File: src/rtl/intc_pkg.sv
// Shared definitions for the interconnect register-bus blocks: FSM state
// encoding and the default register address/data widths.
package intc_pkg;

  typedef enum logic {
    IDLE = 1'b0,
    ACC  = 1'b1
  } state_e;

  localparam int DEF_AW = 32;
  localparam int DEF_DW = 32;

endpackage

File: src/rtl/intc_bs_arb.sv
// Two-master round-robin arbiter onto a single register bus. Each access takes
// two cycles: IDLE captures the winner, ACC drives the bus from registers.
module intc_bs_arb
  import intc_pkg::*;
#(
  parameter int AW = DEF_AW,
  parameter int DW = DEF_DW
) (
  input  logic          clk,
  input  logic          rst_n,
  input  logic          m0_req_i,
  input  logic          m0_wr_i,
  input  logic [AW-1:0] m0_addr_i,
  input  logic [DW-1:0] m0_wdata_i,
  output logic          m0_gnt_o,
  output logic          m0_rvld_o,
  output logic [DW-1:0] m0_rdata_o,
  input  logic          m1_req_i,
  input  logic          m1_wr_i,
  input  logic [AW-1:0] m1_addr_i,
  input  logic [DW-1:0] m1_wdata_i,
  output logic          m1_gnt_o,
  output logic          m1_rvld_o,
  output logic [DW-1:0] m1_rdata_o,
  output logic          bs_sel_o,
  output logic          bs_wr_o,
  output logic [AW-1:0] bs_addr_o,
  output logic [DW-1:0] bs_wdata_o,
  input  logic [DW-1:0] rg_rdata_i
);

  state_e        state_q, state_d;
  logic          last_q, last_d;   // 1 = m1 granted last, so m0 wins a tie
  logic          id_q, id_d;
  logic          wr_q, wr_d;
  logic [AW-1:0] addr_q, addr_d;
  logic [DW-1:0] wdata_q, wdata_d;
  logic          gnt0_q, gnt0_d, gnt1_q, gnt1_d;
  logic          rvld0_q, rvld0_d, rvld1_q, rvld1_d;
  logic [DW-1:0] rdata0_q, rdata0_d, rdata1_q, rdata1_d;
  logic          win;

  always_comb begin
    state_d  = state_q;
    last_d   = last_q;
    id_d     = id_q;
    wr_d     = wr_q;
    addr_d   = addr_q;
    wdata_d  = wdata_q;
    gnt0_d   = 1'b0;
    gnt1_d   = 1'b0;
    rvld0_d  = 1'b0;
    rvld1_d  = 1'b0;
    rdata0_d = rdata0_q;
    rdata1_d = rdata1_q;
    win      = m0_req_i ? (m1_req_i ? ~last_q : 1'b0) : 1'b1;

    case (state_q)
      IDLE: begin
        if (m0_req_i || m1_req_i) begin
          state_d = ACC;
          last_d  = win;
          id_d    = win;
          wr_d    = win ? m1_wr_i : m0_wr_i;
          addr_d  = win ? m1_addr_i : m0_addr_i;
          wdata_d = win ? m1_wdata_i : m0_wdata_i;
          gnt0_d  = ~win;
          gnt1_d  = win;
        end
      end
      ACC: begin
        // Requests are not looked at here; the bus sees only captured fields.
        state_d = IDLE;
        if (!wr_q) begin
          if (id_q) begin
            rvld1_d  = 1'b1;
            rdata1_d = rg_rdata_i;
          end else begin
            rvld0_d  = 1'b1;
            rdata0_d = rg_rdata_i;
          end
        end
      end
      default: state_d = IDLE;
    endcase
  end

  always_ff @(posedge clk or negedge rst_n) begin
    if (!rst_n) begin
      state_q  <= IDLE;
      last_q   <= 1'b1;
      id_q     <= 1'b0;
      wr_q     <= 1'b0;
      addr_q   <= '0;
      wdata_q  <= '0;
      gnt0_q   <= 1'b0;
      gnt1_q   <= 1'b0;
      rvld0_q  <= 1'b0;
      rvld1_q  <= 1'b0;
      rdata0_q <= '0;
      rdata1_q <= '0;
    end else begin
      state_q  <= state_d;
      last_q   <= last_d;
      id_q     <= id_d;
      wr_q     <= wr_d;
      addr_q   <= addr_d;
      wdata_q  <= wdata_d;
      gnt0_q   <= gnt0_d;
      gnt1_q   <= gnt1_d;
      rvld0_q  <= rvld0_d;
      rvld1_q  <= rvld1_d;
      rdata0_q <= rdata0_d;
      rdata1_q <= rdata1_d;
    end
  end

  assign bs_sel_o   = (state_q == ACC);
  assign bs_wr_o    = wr_q;
  assign bs_addr_o  = addr_q;
  assign bs_wdata_o = wdata_q;
  assign m0_gnt_o   = gnt0_q;
  assign m1_gnt_o   = gnt1_q;
  assign m0_rvld_o  = rvld0_q;
  assign m1_rvld_o  = rvld1_q;
  assign m0_rdata_o = rdata0_q;
  assign m1_rdata_o = rdata1_q;

endmodule

File: config.mk
export PLATFORM = sky130hd
export DESIGN_NAME = intc_bs_arb
export DESIGN_NICKNAME = d
export VERILOG_FILES = /design/src/rtl/intc_pkg.sv /design/src/rtl/intc_bs_arb.sv
export SDC_FILE = /design/constraint.sdc
export NUM_CORES = 1
export LEC_CHECK = 0
export ABC_CLOCK_PERIOD_IN_PS = 1600
export CORE_MARGIN = 8
export CORE_UTILIZATION = 40
export CTS_CLUSTER_DIAMETER = 40
export DETAILED_ROUTE_END_ITERATION = 10
export PLACE_DENSITY = 0.85
export SLEW_MARGIN = 30
export SYNTH_ARGS = -nofsm -noshare
export SYNTH_HDL_FRONTEND = slang
export SYNTH_SLANG_ARGS = --single-unit
File: constraint.sdc
create_clock -name clk -period 1.6 [get_ports clk]
set_input_delay 0.24 -clock clk [delete_from_list [all_inputs] [get_ports clk]]
set_output_delay 0.24 -clock clk [all_outputs]
set_load 0.01 [all_outputs]
# Yosys cells after proc, flatten, opt, wreduce, memory -nomap -nowiden
# Cells that the tools add are included.
totals:
  out_inout_bits: 134
  ff_bits: 136
  romBits: 0
  n_memories: 0
  wordCells: 38
  ramBits: 0
  latchBits: 0
  input_bits: 166
op_classes:
  mux: 17
  magnitude_cmp: 0
  add_sub_neg: 0
  multipliers: 0
  div: 0
  bitwise_logic: 5
  n_shift: 0
  reduce_logical: 4
  eq_ne: 0
op_table:
  columns: ["op", "n"]
  rows:
  - ["$mux 32", 2]
  - ["$mux 1", 14]
  - ["$reduce_and 3->1", 2]
  - ["$not 1->1", 5]
  - ["$pmux 1 s2", 1]
  - ["$reduce_and 2->1", 1]
  - ["$logic_or 1x1->1", 1]

# Logic depth before layout (Yosys ltp)
logic_depth:
  word_depth: 6
  depth_mapped: 6
  mapped_depth_nobuf: 3

# Worst setup path after synthesis
# Ideal clock, no wire load.
synth_path:
  kind: "register to register"
  from: "register state_q, in the netlist bs_sel_o"
  to: "register rdata0_q[12], in the netlist m0_rdata_o[12]"
  period_less_slack_ns: 1.441
  arrival_time_ns: 1.316
  slack_ns: 0.159
  path_stages_with_launch: 4
  required_time_ns: 1.475
  cell_sequence: "dfrtp_1 nor3b_4 buf_6 mux2_2"
synth_via:
  elab_chain_len: 1
synth_lines:
  columns: ["element", "line_no", "text"]
  rows:
  - ["start: declaration", "intc_bs_arb.sv:32", "state_e state_q, state_d;"]
  - ["start signal: assignment", "intc_bs_arb.sv:103", "state_q <= state_d;"]
  - ["$reduce_and 3->1 (no source line)", null, null]
  - ["end signal: assignment", "intc_bs_arb.sv:113", "rdata0_q <= rdata0_d;"]
  - ["end: declaration", "intc_bs_arb.sv:40", "logic [DW-1:0] rdata0_q, rdata0_d, rdata1_q, rdata1_d;"]
# Every way passes these cells.
# A chain may end at the register's enable or synchronous reset.

# Final worst setup path
layout_path:
  from: "register wdata_q[6], in the netlist bs_wdata_o[6]"
  to: "output port bs_wdata_o[6]"
layout_lines:
  columns: ["element", "line_no", "text"]
  rows:
  - ["start: declaration", "intc_bs_arb.sv:37", "logic [DW-1:0] wdata_q, wdata_d;"]
  - ["start signal: assignment", "intc_bs_arb.sv:108", "wdata_q <= wdata_d;"]
  - ["end: declaration", "intc_bs_arb.sv:28", "output logic [DW-1:0] bs_wdata_o,"]
# No word-level cell between the ends.

==> results.yml <==
pwr:
  combPwrFrac_pct: 37.4
  cellLeakagePower_nw: 4.217
  worst_voltage_drop_across_the_vdd_grid_mv: 0.7452
  power.switching_w: 0.004478
  seq_power_share_pct: 35.7
  report.power.total_w: 0.01493
  switching_power_share_of_the_total_pct: 29.99
  cell_internal_pwr_w: 0.01045
  power_density_nw_per_um2: 1530
  clockPowerShare_pct: 26.9
logic_synthesis:
  post_synth.cell_area_avg_um2: 11.02
  synth-warning-count: 0
  yosys_register_bits: 136
  synth_area_leaders: "sky130_fd_sc_hd__dfrtp_1 59%, sky130_fd_sc_hd__mux2_2 12%, sky130_fd_sc_hd__a31oi_1 7.1%, sky130_fd_sc_hd__nand3_1 5.7%, sky130_fd_sc_hd__o21ai_0 5.0%"
  number_of_distinct_library_cells_after_synthesis: 23
  synthDominantCellAreaShare_pct: 58.71
  mappedNetlistArea_um2: 5754
  syn_nets: 688
  postSynthCellCount: 522
  yosysSeqAreaShare_pct: 59.17
  cell_accounting_for_the_most_synthesized_area: "sky130_fd_sc_hd__dfrtp_1"
sta:
  final_hold_viol_count: 0
  report.final.slew_viol_count: 0
  max_clock_freq_ghz: 0.6387
  worst_slew_pin_slew_ps: 464.4
  setup_repair_after_global_routing_missed_its_margin: "no"
  setup_slack_ps: 34.37
  setup-violations-final: 0
  worst_hold_slack_ps: 321.3
  final_period_minus_worst_setup_slack_ps: 1566
  worst_clock_skew_on_the_final_layout_ps: 8.829
  final.period_utilization_pct: 97.85
  max_slew_margin_pct: 69.04
detailed_routing:
  residual_antenna_violating_net_count_after_detailed_routing: 0
  viasPerCell: 5.220
  drt-initial-drc-count: 257
  drt-pass1-iter-count: 4
  vias: 5283
  detail_route.drc_violations: 0
  routed_wire_length_per_instance_um: 19.53
  postRouteWirelength_um: 19770
cts:
  tritoncts_num_sinks: 136
  clk_root_buffer_cell: "sky130_fd_sc_hd__clkbuf_16"
  tritoncts_clock_tree: "yes"
  cts_inserted_buffers: 17
  cts.path.max_buffers: 2
  number_of_h_tree_levels: 4
  clock_network_latency_to_the_later_pin_of_the_worst_skew_pair_ps: 410
  clk_pin_slew_ps: 60
critical_path:
  r2r_cells: 4
  worst-endpoint-arrival_ps: 1330
  critical_path.max_stage_delay_ps: 550
  cp_capture_point: "bs_wdata_o[6]"
  regToRegEndpoint: "bs_addr_o[29]"
  depth_of_the_critical_timing_path_with_buffers_and_inverters_included: 1
  dominant_delay_contributor_by_cell_family_on_the_critical_path: "buffers and inverters"
  startpoint: "bs_wdata_o[6]"
  rrSetupSlack_ps: 110
  cp.required_ps: 1360
  crit_slowest_cell: "sky130_fd_sc_hd__clkdlybuf4s50_1"
  worst_setup_path_start_kind: "register"
  critical_path.endpoint_type: "primary output"
  critical_path_maximum_fanout: 2
  worstPathCellList: "clkdlybuf4s50_1"
  critical_path.n_buffers_inverters: 1
  crit_type: "reg -> out"
  reg2reg_from: "last_q"
global_routing:
  via_count_of_the_first_global_routing_pass: 5374
  wire_length_of_the_first_global_routing_pass_um: 29820
  grt_max_degree: 63
  global_route.overflow_total: 0
  globalRouteTotalUtil_pct: 20.79
  antenna_found_initial: 0
status:
  status: "finished, final reports clean"
placed_design:
  dp.cells: 980
  place_congestion: 0.7634
  place_hpwl_um: 14540
  portBuffers: 299
  dp_slack_ps: -59.13
floorplan:
  die-width_um: 135.9
  fp.coreArea_um2: 14310
  ios: 300
  initial_utilization_pct: 40.20
  die_area_um2: 18480
  die_h_um: 135.9
  standard_cell_rows: 44
final_layout:
  layout_net_count: 982
  layout_common_cells: "247 x sky130_fd_sc_hd__clkdlybuf4s50_1, 135 x sky130_fd_sc_hd__dfrtp_1, 66 x sky130_fd_sc_hd__nor2_1"
  most_common_library_cell_in_the_layout_ignoring_fill_and_taps: "sky130_fd_sc_hd__clkdlybuf4s50_1"
  area_growth_pct: 69.60
  fraction_of_final_layout_cells_sized_beyond_drive_strength_1_pct: 14.98
  layoutNonFillerInstCount: 1012
  diodes: 0
hold_path:
  hold_class: "in -> async"
job:
  timing.max_cap.violations: 0
[flip-flops by register name (all words and copies together), names as in the netlist]
| register | cells |
|---|---|
| bs_wdata_o | 32 |
| m1_rvld_o | 1 |
| id_q | 1 |
| m1_rdata_o | 32 |
| m0_gnt_o | 1 |
| m0_rvld_o | 1 |
| bs_sel_o | 1 |
| bs_wr_o | 1 |
| m0_rdata_o | 32 |
| m1_gnt_o | 1 |
| bs_addr_o | 32 |
| last_q | 1 |
[power by group through the flow]
stage | Clock (W) | Sequential [W] | Combinational (W)
after detailed placement | 0 | 0.00538 | 0.00580
after floorplan | 0 | 0.00590 | 0.00161
final | 0.00402 | 0.00532 | 0.00558
after CTS | 0.00409 | 0.00534 | 0.00576
after global placement | 0 | 0.00530 | 0.00568
after global routing | 0.00422 | 0.00546 | 0.00598
[worst min-delay path by stage]
stage,start,end,cells after the start,slack [ps]
4_1_cts,rst_n,bs_addr_o[13],2,320
3_3_place_gp,rst_n,bs_addr_o[5],1,190
6_report,rst_n,bs_addr_o[13],2,320
2_1_floorplan,rst_n,bs_addr_o[0],0,-60
3_5_place_dp,rst_n,bs_addr_o[13],1,200
5_1_grt,rst_n,bs_addr_o[13],2,340
[logic make-up after synthesis]
logic type	after synthesis	synth area share, %
simple gates	137	10.83
buf+inv	51	4.262
compound gates	134	13.22
flops	136	59.17
mux	64	12.52
[per-stage QoR]
stage	cell area (um2)	util (%)	TNS [ps]
after floorplan	5754	-	0
after global placement	9064	63.32	0
after detailed placement	9064	63.32	-273.6
after CTS	9667	67.54	0
after global routing	9759	68.18	0
final	9759	68.18	0
[area by class of cell]
class / count / area (um2)
Inverter: 2 / 7.507
Tap cell: 184 / 230.2
Sequential cell: 136 / 3405
Fill cell: 1052 / 4554
Multi-Input combinational cell: 335 / 2115
Clock buffer: 18 / 439.2
Timing Repair Buffer: 324 / 3393
Clock inverter: 13 / 170.2
[cell usage after synthesis]
cell type,instances
sky130_fd_sc_hd__dfrtp_1,135
sky130_fd_sc_hd__nor2_1,66
sky130_fd_sc_hd__a31oi_1,65
sky130_fd_sc_hd__nand3_1,65
sky130_fd_sc_hd__mux2_2,61
sky130_fd_sc_hd__o21ai_0,58
sky130_fd_sc_hd__clkbuf_1,29
sky130_fd_sc_hd__buf_2,13
sky130_fd_sc_hd__o21ai_1,9
sky130_fd_sc_hd__buf_4,4
sky130_fd_sc_hd__buf_6,3
sky130_fd_sc_hd__mux2_1,3
sky130_fd_sc_hd__and2_1,1
sky130_fd_sc_hd__and2b_1,1
sky130_fd_sc_hd__dfstp_2,1
sky130_fd_sc_hd__inv_1,1
sky130_fd_sc_hd__inv_2,1
sky130_fd_sc_hd__nand2_1,1
sky130_fd_sc_hd__nand2b_1,1
sky130_fd_sc_hd__nand3b_1,1
sky130_fd_sc_hd__nor3b_4,1
sky130_fd_sc_hd__o21ba_2,1
sky130_fd_sc_hd__o22a_1,1
[routing by layer]
metal / global-route usage [%] / vias up / routed length (um)
met4: 7.138 / 0 / 475
met5: 0 / - / 0
met1: 25.70 / 2510 / 8010
li1: - / 2464 / -
met2: 32.69 / 275 / 9426
met3: 7.945 / 34 / 1852
[timing repair]
| item | CTS | global route |
|---|---|---|
| endpoints found under the hold margin | 33 | 0 |
| resized for setup | 13 | 37 |
| setup buffers | 0 | 0 |
| hold buffers | 1 | 0 |
| endpoints found under the setup margin | 13 | 37 |
| pin swaps | 0 | 0 |
No activity file was read; power rests on OpenSTA's default activity.
